File: src/rtl/hvsync_generator.sv
// VGA raster timing: beam position counters, registered active-low syncs
// and a combinational visible-area flag.
module hvsync_generator #(
    parameter int H_DISPLAY = 640,
    parameter int H_BACK    = 48,
    parameter int H_FRONT   = 16,
    parameter int H_SYNC    = 96,
    parameter int V_DISPLAY = 480,
    parameter int V_TOP     = 33,
    parameter int V_BOTTOM  = 10,
    parameter int V_SYNC    = 2
) (
    input  logic       clk,
    input  logic       reset,
    output logic       hsync,
    output logic       vsync,
    output logic       display_on,
    output logic [9:0] hpos,
    output logic [9:0] vpos
);

    localparam int H_SYNC_START = H_DISPLAY + H_FRONT;
    localparam int H_SYNC_END   = H_SYNC_START + H_SYNC - 1;
    localparam int H_MAX        = H_DISPLAY + H_BACK + H_FRONT + H_SYNC - 1;
    localparam int V_SYNC_START = V_DISPLAY + V_BOTTOM;
    localparam int V_SYNC_END   = V_SYNC_START + V_SYNC - 1;
    localparam int V_MAX        = V_DISPLAY + V_TOP + V_BOTTOM + V_SYNC - 1;

    localparam logic [9:0] HSS  = 10'(H_SYNC_START);
    localparam logic [9:0] HSE  = 10'(H_SYNC_END);
    localparam logic [9:0] HMAX = 10'(H_MAX);
    localparam logic [9:0] HDSP = 10'(H_DISPLAY);
    localparam logic [9:0] VSS  = 10'(V_SYNC_START);
    localparam logic [9:0] VSE  = 10'(V_SYNC_END);
    localparam logic [9:0] VMAX = 10'(V_MAX);
    localparam logic [9:0] VDSP = 10'(V_DISPLAY);

    logic hmaxxed;
    logic vmaxxed;
    logic h_in_sync;
    logic v_in_sync;

    always_comb begin
        hmaxxed   = (hpos == HMAX);
        vmaxxed   = (vpos == VMAX);
        h_in_sync = (hpos >= HSS) && (hpos <= HSE);
        v_in_sync = (vpos >= VSS) && (vpos <= VSE);
    end

    always_ff @(posedge clk) begin
        if (reset) begin
            hpos <= '0;
        end else if (hmaxxed) begin
            hpos <= '0;
        end else begin
            hpos <= hpos + 10'd1;
        end
    end

    // Vertical counter only moves on the last pixel of a line.
    always_ff @(posedge clk) begin
        if (reset) begin
            vpos <= '0;
        end else if (hmaxxed) begin
            if (vmaxxed) begin
                vpos <= '0;
            end else begin
                vpos <= vpos + 10'd1;
            end
        end
    end

    // Syncs are decoded from the pre-edge position, so they trail by one clock.
    always_ff @(posedge clk) begin
        if (reset) begin
            hsync <= 1'b1;
            vsync <= 1'b1;
        end else begin
            hsync <= ~h_in_sync;
            vsync <= ~v_in_sync;
        end
    end

    assign display_on = (hpos < HDSP) && (vpos < VDSP);

endmodule

File: config.mk
export PLATFORM = sky130hd
export DESIGN_NAME = hvsync_generator
export DESIGN_NICKNAME = d
export VERILOG_FILES = /design/src/rtl/hvsync_generator.sv
export SDC_FILE = /design/constraint.sdc
export NUM_CORES = 1
export LEC_CHECK = 0
export CORE_MARGIN = 5
export CORE_UTILIZATION = 25
export DETAILED_ROUTE_END_ITERATION = 16
export PLACE_DENSITY = 0.44
export SLEW_MARGIN = 20
export SYNTH_ARGS = -nofsm -noshare
export SYNTH_HDL_FRONTEND = slang
export SYNTH_SLANG_ARGS = --single-unit
File: constraint.sdc
create_clock -name clk -period 2.1 [get_ports clk]
set_input_delay 0.42 -clock clk [delete_from_list [all_inputs] [get_ports clk]]
set_output_delay 0.42 -clock clk [all_outputs]
set_load 0.01 [all_outputs]
Word-level counts from Yosys, hierarchy flattened
Index checks and enable logic that the tools add are counted.
W data, S select, Z words.
Operators by class
  $add $sub $neg: 2
  multipliers: 0
  divide/modulo/power cells: 0
  $lt $le $gt $ge: 6
  equality and inequality tests: 2
  shift operators: 0
  muxes and demuxes: 1
  bitwise operators: 2
  reduce and logical (&&, ||, !) cells: 4
Operators with widths (number)
  $add A10 B1 Y10 const B: 2
  $eq A10 B10 Y1 const B: 2
  $ge A10 B10 Y1 const B: 1
  $ge A10 B9 Y1 const B: 1
  $le A10 B10 Y1 const B: 1
  $le A10 B9 Y1 const B: 1
  $lt A10 B10 Y1 const B: 1
  $lt A10 B9 Y1 const B: 1
  $mux W10: 1
  $logic_and A1 B1 Y1: 3
  $not A1 Y1: 2
  $reduce_or A2 Y1: 1
Word-level totals
  register bits after elaboration: 22
  latch bits: 0
  memory bits (writable): 0
  memory bits (read-only): 0
  input bits: 2
  output and inout bits: 23
  memories kept: 0

Depth between registers and ports, before layout
Gate-level depths: netlist of the first run.
  word-level depth: 3
  depth in mapped cells: 6
  gate-level depth less buffers: 6

Worst setup path before layout of the first run
No wires, ideal clock.
  path kind: flip-flop to flip-flop
  start: register hpos[0]
  end: register vpos[9]
  setup time: 70 ps
  arrival: 1915 ps
  data required time: 2030 ps
  slack: 115 ps
  stages on the path, launching flop included: 6
  clock period less this slack: 1985 ps
  cell sequence: dfxtp_1 -> ha_1 -> nand4_1 -> or4_4 -> or3_1 -> a21oi_1
On the way
  longest elaborated chain between the ends: 1
RTL lines
  start, declared: RTL line 18  | output logic [9:0] hpos,
  start signal, assigned: RTL line 56  | hpos <= hpos + 10'd1;
  $eq A10 B10 Y1: RTL line 44  | hmaxxed = (hpos == HMAX);
  end signal, assigned: RTL line 68  | vpos <= vpos + 10'd1;
  end, declared: RTL line 19  | output logic [9:0] vpos
Every way passes these cells.
A chain may end at the register's enable or synchronous reset.

Final worst setup path of the first run
  start: register vpos[0]
  end: register vpos[5]
On the way
  longest elaborated chain between the ends: 2
RTL lines
  $add A10 B1 Y10 or $eq A10 B10 Y1 (tied branches): RTL line 68, 45
  $mux W10 *: RTL line 65  | if (vmaxxed) begin
Every way passes the cells marked *; elsewhere a longest branch is shown, timed or not.

==> results of run 1 <==
cells in the final DEF, fill, tap and decap left out, drive strengths merged, types with 2 or more instances in the layout:
master         netlist  final
nor2                22     22
or4b                 2      2
inv                  7      7
a21oi                3      3
dfxtp               22     22
or3                  2      2
nor2b                2      2
nand2                3      3
and3                 3      3
clkdlybuf4s50        0     23
or4                  2      2
clkbuf               3      3
nor3                 3      3
xnor2                8      8
mux2i                2      2
xor2                 4      4
nor4                 6      6
buf                  1     14
nand4                5      5
ha                   5      5
nand3                7      7
logic make-up (layout without fill, tap and decap cells):
family	Yosys count	count (layout)	share of synthesized area, %
compound gates	8	8	5.21
xor+xnor	12	12	9.94
fa+ha+maj	5	5	5.92
buf+inv	11	48	4.14
flops	22	22	41.7
mux	2	2	1.89
simple gates	61	61	31.2
report_power, final:
group	internal (mW)	switching (mW)	total [mW]
Clock	0.128	0.127	0.255
Sequential	0.422	0.00271	0.424
Combinational	0.0230	0.0223	0.0453
Total	0.572	0.152	0.725
timing repair:
action,CTS,global route
pin swaps,0,0
endpoints found under the setup margin,1,9
gates resized for setup,2,5
cell type report:
class	instances	area, µm²	share of cell area [%]
repair buffers	38	348	23.1
multi-input cells	88	583	38.7
clock buffers	3	41.3	2.74
well taps	50	62.6	4.16
inverters	7	26.3	1.75
flip-flops and latches	22	444	29.5
worst min-delay path by stage:
| stage | depth (start not counted) | slack (ps) | endpoint |
|---|---|---|---|
| after detailed placement | 2 | 530 | vpos[9]$_SDFFE_PP0N_ |
| after global placement | 2 | 520 | vpos[9]$_SDFFE_PP0N_ |
| final | 2 | 520 | vpos[6]$_SDFFE_PP0N_ |
| after floorplan | 1 | 490 | hpos[0]$_SDFF_PP0_ |
| after global routing | 2 | 540 | vpos[6]$_SDFFE_PP0N_ |
| after CTS | 2 | 530 | vpos[6]$_SDFFE_PP0N_ |
tightest hold or removal path, cell delays in order (launching register included):
cell and delay, ps:
dfxtp_2 360, nor2_1 90, nor4_1 50
flip-flops by register name, summed over array words and instances (netlist names):
| signal | flops |
|---|---|
| hpos | 10 |
| vpos | 10 |
| vsync | 1 |
| hsync | 1 |
metal layers:
metal  wire [µm]  GRT usage [%]  up-vias
met3         120           2.27        4
met1        1290           13.9      476
met2        1270           18.0       21
met4          25           3.56        0
met5           0              0        -
li1            -              -      497
metrics by stage:
stage	area, µm²	util, %	total power [mW]	hold WS [ps]
2_1_floorplan	1060	-	0.455	488
3_3_place_gp	1450	35.7	0.479	518
3_5_place_dp	1450	35.7	0.480	529
4_1_cts	1490	36.8	0.741	531
5_1_grt	1510	37.1	0.760	544
6_report	1510	37.1	0.725	523
==> metrics, run 1 <==
status=finished clean; Synth Area per Inst=8.74 µm²; vias=approximately 1000; Setup CP Type=register to register; largest net degree at the start of global routing=12; Crit. path cell count=6; vias in the first global route=1002; Buf/Inv on CP=1; Rel. slew slack=75.4%; Synth area leader=dfxtp_1; die area=5630 µm²; Yosys reg bits=22; Post-synth EDFFs=0; Iter 0 DRT Violations=just over 60; Hold Buf Count CTS=0; Worst EP required=~2300 ps; FF-to-FF Start=vpos[0]$_SDFFE_PP0N_; Pleak=approximately 0.53 nW; post-synthesis instance area=around 1100 µm²; maximum root-to-sink buffer count=2; Placed Cells incl. Taps=205; clk slew on worst S/H paths=70 ps; H-tree depth=1; fin crit share=91.6%; hold_sp=vpos[5]$_SDFFE_PP0N_; Area contributors post-synth=dfxtp_1 42%, nor2_1 7.8%, xnor2_1 6.6%, ha_1 5.9%, nor4_1 3.6%; Antenna diodes=0; CP max FO=7; IO buf count=24; slowest stage delay, CP=just under 600 ps; Worst Slack Setup Final=177 ps; initial antenna violation count=0; core area=4060 µm²; register area share after synthesis=41.7%; final clock skew=about 2.0 ps; Peak Freq=about 0.52 GHz; first-pass GRT wire length=about 4700 µm; crit path cell chain=inv_1, ha_1, or4b_2, nor4b_1, a41o_2, nor2_1; grt ovf=0; root buffer selected by CTS=clkbuf_8; chip width=75.0 µm; Post-Syn Nets=128; Slew Limit Fails=0; DRT Pass-1 Iters=4; routed length per instance=13.0 µm; YS warnings=0; setup violators final=0; VDD IR max=0.000174 V; reg-to-reg endpoint=vpos[5]$_SDFFE_PP0N_; filler cell count=435; Setup crit end kind=register; Synth top area share=about two fifths; async set-or-reset flop fraction in the synthesized netlist=0%; dpl hpwl=2100 µm; RSZ-0062 raised after global routing=no; slowest CP cell=or4b_2; DRC=0; CTS Sinks=22; setup bufs post-CTS=0; Critical Path Sink=vpos[5]$_SDFFE_PP0N_; P&R area growth vs syn=42.4%; # IOs=25; final WL=2710 µm; final cell count without fillers=208; Clk Latency, worst-skew pair=260 ps; post-placement setup slack=67.3 ps; worst reg2reg path depth=6; final net count=167; Synth cell types=32; Routability Congestion=0.767; Synth Instances=121; Initial Util=26.1%; cts bufs inserted=3; Worst setup SP type=register; Die Span Y=75.0 µm; Critical Path AT=2070 ps; cell family with most CP delay=simple AND/OR/NAND/NOR gates; drt via density=~4.8; Worst Max-Slew Pin Slew=367 ps; top_reg_cell synth=dfxtp_1; Total GRT Usage=10.8%; CTS tree=built; Max-Cap Viols=0; fraction of layout cells with a size suffix above 1=17.7%; Power Density=482 nW/µm²; Hold Vio Cnt, Final=0; row cnt=23; Final ANT Viol Nets=0; Hold Path Class=register to register; R2R setup slack=180 ps; Synth top cells by count=22 x dfxtp_1, 22 x nor2_1, 8 x xnor2_1, 7 x inv_1, 7 x nand3_1; Critical Path Source=vpos[0]$_SDFFE_PP0N_; fin crit period=around 1900 ps; Setup TNS=0 ps
(Power assumes the default switching activity.)
==> inputs of run 2 (changes only) <==
Settings changed: CORE_ASPECT_RATIO set to 0.9.
==> run 2 against run 1 <==
Net effect: clock skew is 2.3 ps higher; non-clock buffer count is 1 higher; global-route usage is 0.55 points lower; flip-flop and latch count stayed put; critical endpoint is now vpos[3]$_SDFFE_PP0N_.
==> metrics, run 2 (synthesized netlist as in run 1, its figures left out) <==
status=finished clean; final cell count without fillers=208 (unchanged); Rel. slew slack=68.5% (-6.9 points); cts bufs inserted=3 (unchanged); Hold Buf Count CTS=0 (unchanged); largest net degree at the start of global routing=13 (+1); CTS tree=built; dpl hpwl=2090 µm (-0.71%); M1 WL=1330 µm (+3.2%); biggest regs=hpos (10), vpos (10); routed wl met2=1270 µm (-0.63%); clk slew on worst S/H paths=80 ps (about the same); root buffer selected by CTS=clkbuf_8; vias=949 (-4.9%); Worst Max-Slew Pin Slew=468 ps (+101 ps); initial antenna violation count=0 (unchanged); IO buf count=24 (unchanged); Critical Path AT=2110 ps (+40 ps); VDD IR max=0.000203 V (+17%); P&R area growth vs syn=44.5%; commonest non-fill, non-tap cell in the layout=clkdlybuf4s50_1; Total GRT Usage=10.3% (-0.55 points); Setup CP Type=register to register; fraction of layout cells with a size suffix above 1=18.1% (+0.40 points); Pleak=0.546 nW (+2.5%); Critical Path Sink=vpos[3]$_SDFFE_PP0N_; fin crit period=1960 ps (+35.5 ps); core area=4070 µm² (+0.40%); routed length per instance=13.0 µm (-0.44%); Worst setup SP type=register; reg-to-reg endpoint=vpos[3]$_SDFFE_PP0N_; Worst EP required=2250 ps (about the same); Placed Cells incl. Taps=204 (-0.49%); DRC=0 (unchanged); CTS Sinks=22 (unchanged); drt via density=4.56 (-4.9%); met3 routed WL=65 µm (-46%); DRT Pass-1 Iters=4 (unchanged); fin crit share=93.3% (+1.7 points); final net count=168 (+0.60%); Setup TNS=0 ps (unchanged); register area=443 µm² (-0.28%); Antenna diodes=0 (unchanged); most frequent cells in the layout=23 x clkdlybuf4s50_1, 22 x nor2_1, 20 x dfxtp_1, 15 x buf_4, 8 x xnor2_1; Max-Cap Viols=0 (unchanged); area of the multi-input gates=592 µm² (+1.5%); grt ovf=0 (unchanged); Overall Power=0.774 mW (+6.8%); Die Span Y=71.7 µm (-4.4%); row cnt=22 (-4.3%); Power Density=507 nW/µm² (+5.2%); chip width=78.6 µm (+4.7%); Clk Latency, worst-skew pair=260 ps (about the same); first-pass GRT wire length=4690 µm (+0.75%); Final ANT Viol Nets=0 (unchanged); Hold Path Class=register to register; # IOs=25 (unchanged); RSZ-0062 raised after global routing=no; setup violators final=0 (unchanged); Slew Limit Fails=0 (unchanged); Peak Freq=0.510 GHz (-1.8%); final clock skew=4.29 ps (+2.32 ps); final WL=2700 µm (-0.44%); FF-to-FF Start=vpos[0]$_SDFFE_PP0N_; Setup crit end kind=register; Initial Util=26.0% (-0.10 points); H-tree depth=1 (unchanged); vias in the first global route=937 (-6.5%); maximum root-to-sink buffer count=2 (unchanged); filler cell count=427 (-1.8%); worst reg2reg path depth=6 (unchanged); Iter 0 DRT Violations=29 (-52%); Top Layer Used=met4; CP max FO=7 (unchanged); Hold Vio Cnt, Final=0 (unchanged); Critical Path Source=vpos[0]$_SDFFE_PP0N_; Routability Congestion=0.738 (-3.8%); R2R setup slack=140 ps (-40 ps); die area=5630 µm² (about the same)
run 2: power breakdown:
part / switching [mW] / internal [mW] / total, mW
clock: 0.138 / 0.167 / 0.304
sequential: 0.00239 / 0.422 / 0.424
combinational: 0.0229 / 0.0228 / 0.0457
total: 0.163 / 0.611 / 0.774
run 2: final cells by class:
| type | instances | area share (%) |
|---|---|---|
| tap | 48 | 3.93 |
| inverter | 7 | 1.72 |
| multi-input combinational | 88 | 38.7 |
| clock buffer | 4 | 3.60 |
| sequential | 22 | 29.0 |
| timing repair buffer | 39 | 23.0 |
run 2: how the worst min path moves through the flow:
| stage | startpoint | endpoint | depth (start not counted) |
|---|---|---|---|
| 6_report | vpos[5]$_SDFFE_PP0N_ | vpos[6]$_SDFFE_PP0N_ | 2 |
| 5_1_grt | vpos[6]$_SDFFE_PP0N_ | vpos[6]$_SDFFE_PP0N_ | 2 |
| 4_1_cts | vpos[5]$_SDFFE_PP0N_ | vpos[6]$_SDFFE_PP0N_ | 2 |
| 3_5_place_dp | vpos[9]$_SDFFE_PP0N_ | vpos[9]$_SDFFE_PP0N_ | 2 |
| 3_3_place_gp | hpos[0]$_SDFF_PP0_ | hpos[0]$_SDFF_PP0_ | 2 |
| 2_1_floorplan | hpos[0]$_SDFF_PP0_ | hpos[0]$_SDFF_PP0_ | 1 |
run 2: worst max-delay path, cell delays in order, from the launching register on:
cell and delay [ps]:
dfxtp_1 370, inv_1 100, ha_1 130, or4b_2 620, nor4b_4 240, a41o_2 310, nor2_1 70
run 2: through the flow:
step,cell area (µm²),worst slack [ps],hold WS [ps],utilization [%]
6_report,1530,141,520,37.5
4_1_cts,1510,7.16,523,37.1
3_5_place_dp,1450,24.6,539,35.7
5_1_grt,1530,22.0,562,37.5
3_3_place_gp,1450,143,534,35.7
2_1_floorplan,1060,115,488,-
run 2: repair_timing:
item | 4_1_cts | 5_1_grt
pin swaps | 0 | 1
gates cloned | 0 | 0
hold endpoints to repair | 0 | 0
buffers inserted | 0 | 0
gates resized for setup | 4 | 3
endpoints found under the setup margin | 1 | 7
run 2: layer usage:
metal | up-vias | track usage [%]
met5 | - | 0
met4 | 0 | 3.50
met3 | 2 | 1.51
met2 | 8 | 16.4
met1 | 437 | 14.1
li1 | 502 | -
==> inputs of run 3 (changes only) <==
Settings changed: CELL_PAD_IN_SITES_DETAIL_PLACEMENT set to 1, CELL_PAD_IN_SITES_GLOBAL_PLACEMENT set to 2, PLACE_DENSITY 0.44 to 0.68, SKIP_CTS_REPAIR_TIMING set to 1.
==> run 3 against run 2 <==
Net effect: first-iteration DRC count is 10% lower; global-route usage up 0.60 points; die area unchanged; cell count is 0.48% lower; worst hold slack improved by 13 ps; design area shrank 0.82%; flip-flop and latch count is the same; register-to-register slack barely moved; largest power group unchanged.
==> metrics, run 3 (synthesized netlist as in run 1, its figures left out) <==
hold_sp=vpos[5]$_SDFFE_PP0N_; final clock skew=3.91 ps (-0.376 ps); CTS tree=built; largest net degree at the start of global routing=13 (unchanged); Total GRT Usage=10.9% (+0.60 points); first-pass GRT wire length=4920 µm (+4.8%); reg-to-reg endpoint=vpos[3]$_SDFFE_PP0N_; Final ANT Viol Nets=0 (unchanged); FF-to-FF Start=vpos[0]$_SDFFE_PP0N_; CP max FO=7 (unchanged); die area=5630 µm² (unchanged); Initial Util=26.0% (unchanged); WHS Endpoint=vpos[6]$_SDFFE_PP0N_; final cell count without fillers=207 (-0.48%); Slew Limit Fails=0 (unchanged); Hold Vio Cnt, Final=0 (unchanged); Rel. slew slack=68.8% (+0.27 points); Peak Freq=0.508 GHz (-0.57%); root buffer selected by CTS=clkbuf_8; vias in the first global route=977 (+4.3%); Routability Congestion=0.793 (+7.5%); vias=984 (+3.7%); RSZ-0062 raised after global routing=no; maximum root-to-sink buffer count=2 (unchanged); Clk Latency, worst-skew pair=260 ps (about the same); Setup CP Type=register to register; DRC=0 (unchanged); Max-Cap Viols=0 (unchanged); clk slew on worst S/H paths=90 ps (about the same); biggest regs=hpos (10), vpos (10); Setup crit end kind=register; dpl hpwl=2250 µm (+7.9%); drt via density=4.75 (+4.2%); R2R setup slack=130 ps (about the same); # IOs=25 (unchanged); cts bufs inserted=3 (unchanged); worst reg2reg path depth=6 (unchanged); P&R area growth vs syn=43.3%; Placed Cells incl. Taps=203 (-0.49%); status=finished clean; VDD IR max=0.000209 V (+2.8%); Iter 0 DRT Violations=26 (-10%); commonest non-fill, non-tap cell in the layout=clkdlybuf4s50_1; Critical Path AT=2130 ps (+20 ps); Hold Path Class=register to register; final net count=167 (-0.60%); initial antenna violation count=0 (unchanged); Die Span Y=71.7 µm (unchanged); Pleak=0.541 nW (-0.76%); register area=443 µm² (unchanged); area of the multi-input gates=583 µm² (-1.5%); Worst EP required=2260 ps (about the same); row cnt=22 (unchanged); core area=4070 µm² (unchanged); H-tree depth=1 (unchanged); Worst Max-Slew Pin Slew=464 ps (-4.00 ps); Overall Power=0.787 mW (+1.6%); IO buf count=24 (unchanged); fraction of layout cells with a size suffix above 1=17.6% (-0.51 points); DRT Pass-1 Iters=3 (-1); filler cell count=489 (+15%); grt ovf=0 (unchanged); utilization after layout=37.2% (-0.31 points); Antenna diodes=0 (unchanged); chip width=78.6 µm (unchanged); setup violators final=0 (unchanged); Cells on Worst Hold Path=2 (unchanged); fin crit share=93.8% (+0.54 points); most frequent cells in the layout=23 x clkdlybuf4s50_1, 22 x nor2_1, 20 x dfxtp_1, 14 x buf_4, 8 x xnor2_1; fin crit period=1970 ps (+11.3 ps); routed length per instance=14.1 µm (+9.0%); Power Density=519 nW/µm² (+2.5%); Worst setup SP type=register; CTS Sinks=22 (unchanged); final WL=2930 µm (+8.5%)
[run 3: cell count changes in the layout (fill, tap and decap cells not counted)]
| cell | previous run | this run |
|---|---|---|
| nor4b_2 | 0 | 1 |
| dlymetal6s2s_1 | 0 | 1 |
| buf_4 | 15 | 14 |
| dlygate4sd2_1 | 1 | 0 |
| nor4b_4 | 1 | 0 |
[run 3: report_power, final]
group / switching (mW) / leakage [nW] / internal (mW)
clock network: 0.150 / 0.0288 / 0.167
registers: 0.00262 / 0.179 / 0.422
logic: 0.0221 / 0.334 / 0.0229
[run 3: worst max path at each step]
stage | startpoint | end | slack (ps) | cells after the start
2_1_floorplan | hpos[0]$_SDFF_PP0_ | vpos[9]$_SDFFE_PP0N_ | 120 | 5
6_report | vpos[0]$_SDFFE_PP0N_ | vpos[3]$_SDFFE_PP0N_ | 130 | 6
4_1_cts | vpos[5]$_SDFFE_PP0N_ | display_on | -110 | 4
5_1_grt | vpos[0]$_SDFFE_PP0N_ | vpos[3]$_SDFFE_PP0N_ | 30 | 6
3_5_place_dp | vpos[0]$_SDFFE_PP0N_ | vpos[3]$_SDFFE_PP0N_ | -60 | 6
3_3_place_gp | vpos[0]$_SDFFE_PP0N_ | vpos[5]$_SDFFE_PP0N_ | 160 | 6
[run 3: metal layers]
metal | vias to the layer above | routed length, µm | track usage, %
li1 | 501 | - | -
met1 | 472 | 1440 | 14.6
met2 | 9 | 1370 | 17.2
met3 | 2 | 79 | 1.63
met4 | 0 | 36 | 4.66
met5 | - | 0 | 0
[run 3: layout make-up]
type                    count  share of cell area (%)
multi-input cells          88                    38.5
flip-flops and latches     22                    29.2
repair buffers             38                    23.0
well taps                  48                    3.96
clock buffers               4                    3.63
inverters                   7                    1.73
[run 3: through the flow]
step                hold WS, ps  setup WS (ps)  TNS (ps)  cell area, µm²
finish                      533            130         0            1520
global placement            532            156         0            1450
CTS                         558           -107      -519            1500
floorplan                   488            115         0            1060
global route                574           27.3         0            1520
detailed placement          546          -57.1      -318            1450
[run 3: critical path, stage by stage, from the launching register on]
cell     delay, ps
dfxtp_1        370
inv_1          100
ha_1           140
or4b_2         610
nor4b_2        260
a41o_2         320
nor2_1          70
